<file path="src/rtl/tmds_pkg.sv">
// Shared TMDS symbol constants and alignment state type, used by both the
// transmit encoder and the receive decoder.
package tmds_pkg;

   localparam int SYM_W = 10;

   localparam logic [SYM_W-1:0] TOKEN_00 = 10'b1101010100;
   localparam logic [SYM_W-1:0] TOKEN_01 = 10'b0010101011;
   localparam logic [SYM_W-1:0] TOKEN_10 = 10'b0101010100;
   localparam logic [SYM_W-1:0] TOKEN_11 = 10'b1010101011;

   typedef enum logic {
      SEARCH = 1'b0,
      LOCKED = 1'b1
   } align_state_t;

endpackage

</file>
<file path="src/rtl/tmds_symbol_decode.sv">
// Combinational decode of one aligned 10-bit TMDS symbol into either a
// control token ({c1,c0}) or an 8-bit data byte.
module tmds_symbol_decode
   import tmds_pkg::*;
(
   input  logic [SYM_W-1:0] sym,
   output logic             is_token,
   output logic [1:0]       ctrl,
   output logic [7:0]       q
);

   logic [7:0] d;

   always_comb begin
      is_token = 1'b1;
      ctrl     = 2'b00;
      case (sym)
         TOKEN_00: ctrl = 2'b00;
         TOKEN_01: ctrl = 2'b01;
         TOKEN_10: ctrl = 2'b10;
         TOKEN_11: ctrl = 2'b11;
         default:  is_token = 1'b0;
      endcase
   end

   // Undo the optional inversion, then the XOR/XNOR transition chain.
   always_comb begin
      d    = sym[9] ? ~sym[7:0] : sym[7:0];
      q    = 8'h00;
      q[0] = d[0];
      for (int i = 1; i < 8; i++) begin
         q[i] = sym[8] ? (d[i] ^ d[i-1]) : ~(d[i] ^ d[i-1]);
      end
   end

endmodule

</file>
<file path="src/rtl/tmds_decode.sv">
// Single-channel TMDS receive decoder: word capture, bit-offset alignment by
// control-token runs, symbol decode and registered output gating.
module tmds_decode
   import tmds_pkg::*;
#(
   parameter int TOKEN_RUN    = 8,
   parameter int SEARCH_WIN   = 2048,
   parameter int LOCK_TIMEOUT = 4096
) (
   input  logic             sys_clk,
   input  logic             sys_rst_n,
   input  logic [SYM_W-1:0] raw_data,
   output logic [7:0]       data_out,
   output logic             c0,
   output logic             c1,
   output logic             de,
   output logic             locked,
   output logic [3:0]       bit_offset
);

   localparam int RUN_W = (TOKEN_RUN    > 1) ? $clog2(TOKEN_RUN)    : 1;
   localparam int WIN_W = (SEARCH_WIN   > 1) ? $clog2(SEARCH_WIN)   : 1;
   localparam int TMO_W = (LOCK_TIMEOUT > 1) ? $clog2(LOCK_TIMEOUT) : 1;

   function automatic logic [RUN_W-1:0] run_inc(input logic [RUN_W-1:0] v);
      return (&v) ? v : v + 1'b1;
   endfunction

   function automatic logic [WIN_W-1:0] win_inc(input logic [WIN_W-1:0] v);
      return (&v) ? v : v + 1'b1;
   endfunction

   function automatic logic [TMO_W-1:0] tmo_inc(input logic [TMO_W-1:0] v);
      return (&v) ? v : v + 1'b1;
   endfunction

   logic [SYM_W-1:0]   raw_q;
   logic [SYM_W-1:0]   raw_qq;
   logic [SYM_W-1:0]   word;
   logic               is_token;
   logic [1:0]         ctrl;
   logic [7:0]         q;
   align_state_t       state;
   logic [RUN_W-1:0]   run_cnt;
   logic [WIN_W-1:0]   win_cnt;
   logic [TMO_W-1:0]   tmo_cnt;
   logic               lock_now;
   logic               slip;
   logic               out_gate;

   // Capture: two-word history feeding the offset mux (data path, no reset).
   always_ff @(posedge sys_clk) begin
      raw_q  <= raw_data;
      raw_qq <= raw_q;
   end

   // Extraction: older word in the LSBs, window starts at bit_offset.
   assign word = SYM_W'({raw_q, raw_qq} >> bit_offset);

   tmds_symbol_decode u_sym (
      .sym      (word),
      .is_token (is_token),
      .ctrl     (ctrl),
      .q        (q)
   );

   assign lock_now = (state == SEARCH) && is_token && (run_cnt == RUN_W'(TOKEN_RUN - 1));
   assign slip     = (win_cnt == WIN_W'(SEARCH_WIN - 1));
   // The token completing the run is already treated as locked on output.
   assign out_gate = (state == LOCKED) || lock_now;
   assign locked   = (state == LOCKED);

   // Decode/output stage: FSM, counters and registered outputs.
   always_ff @(posedge sys_clk or negedge sys_rst_n) begin
      if (!sys_rst_n) begin
         state      <= SEARCH;
         bit_offset <= 4'd0;
         run_cnt    <= '0;
         win_cnt    <= '0;
         tmo_cnt    <= '0;
         data_out   <= 8'h00;
         c0         <= 1'b0;
         c1         <= 1'b0;
         de         <= 1'b0;
      end else begin
         case (state)
            SEARCH: begin
               win_cnt <= win_inc(win_cnt);
               if (lock_now) begin
                  state   <= LOCKED;
                  tmo_cnt <= '0;
               end else if (slip) begin
                  bit_offset <= (bit_offset == 4'd9) ? 4'd0 : bit_offset + 4'd1;
                  win_cnt    <= '0;
                  run_cnt    <= '0;
               end else begin
                  run_cnt <= is_token ? run_inc(run_cnt) : '0;
               end
            end
            LOCKED: begin
               if (is_token) begin
                  tmo_cnt <= '0;
               end else if (tmo_cnt == TMO_W'(LOCK_TIMEOUT - 1)) begin
                  state   <= SEARCH;
                  run_cnt <= '0;
                  win_cnt <= '0;
               end else begin
                  tmo_cnt <= tmo_inc(tmo_cnt);
               end
            end
            default: state <= SEARCH;
         endcase

         if (!out_gate) begin
            de       <= 1'b0;
            data_out <= 8'h00;
         end else if (is_token) begin
            de       <= 1'b0;
            data_out <= 8'h00;
            c1       <= ctrl[1];
            c0       <= ctrl[0];
         end else begin
            de       <= 1'b1;
            data_out <= q;
         end
      end
   end

endmodule

</file>
<file path="config.mk">
export PLATFORM = sky130hd
export DESIGN_NAME = tmds_decode
export DESIGN_NICKNAME = d
export VERILOG_FILES = /design/src/rtl/tmds_pkg.sv /design/src/rtl/tmds_symbol_decode.sv /design/src/rtl/tmds_decode.sv
export SDC_FILE = /design/constraint.sdc
export NUM_CORES = 1
export LEC_CHECK = 0
export ABC_AREA = 1
export BUFFER_PORTS_ARGS = -buffer_cell sky130_fd_sc_hd__clkbuf_2
export CORE_MARGIN = 4
export CORE_UTILIZATION = 60
export DETAILED_ROUTE_END_ITERATION = 8
export GPL_TIMING_DRIVEN = 0
export PLACE_DENSITY = 0.89
export RECOVER_POWER = 25
export SLEW_MARGIN = 20
export SYNTH_ARGS = -nofsm -noshare
export SYNTH_HDL_FRONTEND = slang
export SYNTH_SLANG_ARGS = --single-unit
</file>
<file path="constraint.sdc">
create_clock -name sys_clk -period 3.3 [get_ports sys_clk]
set_input_delay 0.165 -clock sys_clk [delete_from_list [all_inputs] [get_ports sys_clk]]
set_output_delay 0.165 -clock sys_clk [all_outputs]
set_load 0.02 [all_outputs]
</file>
==> flow_metrics.py <==
metrics = {
    "synthesis": {
        "ys_dominant_reg_cell": "dfrtp_1",
        "ys_seq_elements": 62,
        "synth_top_area_cell": "dfrtp_1",
        "netlist_top_cells_area": "dfrtp_1, nand2_1, dfxtp_1",
        "synth.avg_cell_area_sq_um": 7.318,
        "synth_edf_count": 0,
        "synthCells": 515,
        "synth_top_area_frac": 0.2789,
        "synth.most_common_cell": "nand2_1",
        "ys_warn_count": 0,
        "synthTopCellsByCount": "nand2_1, nand3_1, inv_1, dfrtp_1, nor2_1",
        "ys_types": 36,
        "syn_nets": 540,
        "syn_area_sq_mm": 0.003769,
        "seq_area_frac_synth": 0.3851,
        "postSynth.asyncResetShare": 0.6774,
    },
    "drt": {
        "drt_iter0_drc": 233,
        "viasPerCell": 5.443,
        "totalWireLength_um": 8454,
        "firstDrtPassIters": 5,
        "drt-wirelength-per-cell_um": 13.15,
        "ant_nets": 0,
        "via_count": 3500,
        "drc": 0,
    },
    "setup_path": {
        "crit_arrival_ps": 3150,
        "cp_cell_sequence": "inv_1, buf_2, buf_1, nand2_1, nand3_1, o31ai_1, a31oi_1, inv_1, ha_1, nand4_1, inv_1, nand3_2, nand3_2, nand2_4, inv_1, nand2_1, nand3_1",
        "path_class": "register to register",
        "crit_fanout": 10,
        "worst_setup_path_start_kind": "register",
        "cpPeakStageDelay_ps": 460,
        "cp-end-kind": "register",
        "ff2ff_path_depth": 17,
        "critical_path_required_ps": 3530,
        "crit_top_cell": "inv_1",
        "worst_path_max_delay_cell": "dfrtp_1",
    },
    "floorplanning": {
        "core_sq_mm": 0.005991,
        "die_area_sq_mm": 0.007613,
        "die_w_um": 87.25,
        "num_rows": 28,
        "dieHeight_um": 87.25,
        "start_util": 0.6291,
        "ioPinCount": 28,
    },
    "run_status": {
        "violations": "max-capacitance violations, max-slew violations",
        "status": "complete, but fails checks",
    },
    "clock_network": {
        "cts_inserted_buffers": 9,
        "clkLatencyLatePin_ps": 350,
        "h-tree-depth": 3,
        "clk_pin_slew_ps": 70,
        "postCtsSetupBuffers": 0,
        "clock-sinks": 62,
        "cts_root_buf": "clkbuf_8",
        "cts_tree": "yes",
        "clk_path_buf_depth": 2,
    },
    "hold_path": {
        "min-delay-path-class": "register to register",
        "hold_depth": 0,
    },
    "power": {
        "total_power_mw": 1.520,
        "ir_worst_vdd_v": 0.0003442,
        "seqPwrFrac": 0.511,
        "leakage_nw": 2.229,
        "switchingPower_mw": 0.3655,
        "p_per_area_mw_per_mm2": 354.6,
        "intPower_mw": 1.155,
        "p_sw_frac": 0.2405,
        "clockPowerShare": 0.425,
        "combPwrFrac": 0.063,
    },
    "placed_design": {
        "place_area_sq_mm": 0.003998,
        "hpwl_um": 6152,
        "gp_congestion": 0.9964,
        "port_buffers": 27,
    },
    "timing": {
        "fmax_mhz": 343.0,
        "hold_ws_ps": 360.1,
        "worst_clock_skew_ps": 10.90,
        "post-route-period-util": 0.8834,
        "fin_crit_ps": 2915,
        "hold_viol": 0,
        "rsz0062_at_grt": "false",
        "tns_ps": 0,
        "tightest_slew_ps": 2174,
        "setup_viol_count_final": 0,
        "slew-limit-headroom": -0.4495,
        "maxSlewViolCount": 43,
    },
    "final_layout": {
        "antenna_cells": 0,
        "final_area_sq_mm": 0.004287,
        "nets": 588,
        "area_delta_synth_final_pct": 13.75,
        "drive_gt1_frac": 0.1479,
    },
    "grt": {
        "grt_pass1_wl_um": 14810,
        "antenna_found_initial": 0,
        "overflow": 0,
        "grt_pass1_vias": 3382,
        "track_usage": 0.2438,
        "grt_max_degree": 43,
    },
    "job": {
        "cap_violations": 1,
    },
}
-- sequential cells by signal (all words and copies together) (netlist names) --
name        cells
win_cnt        11
raw_qq         10
tmo_cnt        12
c1              1
data_out        8
raw_q          10
de              1
locked          1
run_cnt         3
bit_offset      4
c0              1
-- per-layer routing --
metal / GRT usage / vias to the layer above / part of all wire
li1: - / 1743 / -
met3: 0.05014 / 19 / 0.068
met2: 0.3938 / 142 / 0.47
met5: 0 / - / 0
met1: 0.3168 / 1596 / 0.44
met4: 0.1018 / 0 / 0.018
-- timing repair --
action                     CTS  global route
resized for setup            0             0
setup endpoints to repair    0             0
hold endpoints to repair    10             0
hold buffers                10             0
-- kinds of logic (layout without fill, tap and decap cells) --
kind of cell             count (synthesis)  count (layout)  synth area share
AO/OA/AOI/OAI                           41              41           0.05910
buffers and inverters                   68             121           0.08300
AND/OR/NAND/NOR                        313             313            0.3878
XOR/XNOR                                18              18           0.04184
adder cells (fa/ha/maj)                 13              13           0.04316
flip-flops                              62              62            0.3851
-- area by class of cell --
class / count / area, sq um
fill: 441 / 1704
buffer: 17 / 121.4
inverter: 51 / 191.4
multi-input combinational: 385 / 2004
sequential: 62 / 1451
clock buffer: 10 / 127.6
tap: 75 / 93.84
clock inverter: 6 / 62.56
timing repair buffer: 37 / 234.0
-- critical path, delay by kind of cell (launching register included) --
family,cells,cell delay (ps)
and+or+nand+nor,8,850
adders and majority gates,1,180
DFF,1,460
buffers and inverters,6,970
AOI/OAI and AO/OA,2,330
-- metrics by stage --
step | utilization | setup WS, ps | instances
floorplan | - | 788.2 | 515
global placement | 0.6673 | 448.2 | 617
detailed placement | 0.6673 | 436.1 | 617
CTS | 0.7157 | 416.4 | 643
global route | 0.7155 | 63.71 | 643
finish | 0.7155 | 384.9 | 643
-- worst paths after layout --
| path | from | to | slack, ps |
|---|---|---|---|
| worst min-delay path | raw_q[6] | raw_qq[6] | 360 |
| worst min register to register | raw_q[6] | raw_qq[6] | 360 |
| min in group asynchronous | sys_rst_n | tmo_cnt[10] | 460 |
| worst max-delay path | bit_offset[1] | win_cnt[0] | 380 |
| max in group asynchronous | sys_rst_n | win_cnt[3] | 1600 |
| worst max register to register | bit_offset[1] | win_cnt[0] | 380 |
-- power groups by stage --
stage / Clock, mW / Sequential, mW / Combinational (mW)
4_1_cts: 0.655 / 0.777 / 0.0964
6_report: 0.647 / 0.777 / 0.0964
5_1_grt: 0.692 / 0.779 / 0.110
3_5_place_dp: 0 / 0.792 / 0.0864
2_1_floorplan: 0 / 0.790 / 0.0574
3_3_place_gp: 0 / 0.792 / 0.0846
-- placed cells by master, fill, tap and decap left out, types with 3 or more instances in the layout --
cell and count:
ha_1 13, o21ai_0 16, dfxtp_1 20, buf_1 4, nand2_4 8, nand2_2 3
and2_1 3, nand4_1 9, xnor2_1 3, clkbuf_1 3, nand3_1 65, dlygate4sd3_1 10
clkinvlp_4 3, xor2_1 15, o21ai_1 12, nor2_1 28, dfrtp_1 42, buf_6 6
nand3_2 5, or2_2 4, clkbuf_2 26, nor3_1 8, inv_1 48, a21oi_1 7
clkbuf_8 9, inv_2 3, nand2_1 170, buf_2 4, or2_1 4
(Power assumes the default switching activity.)
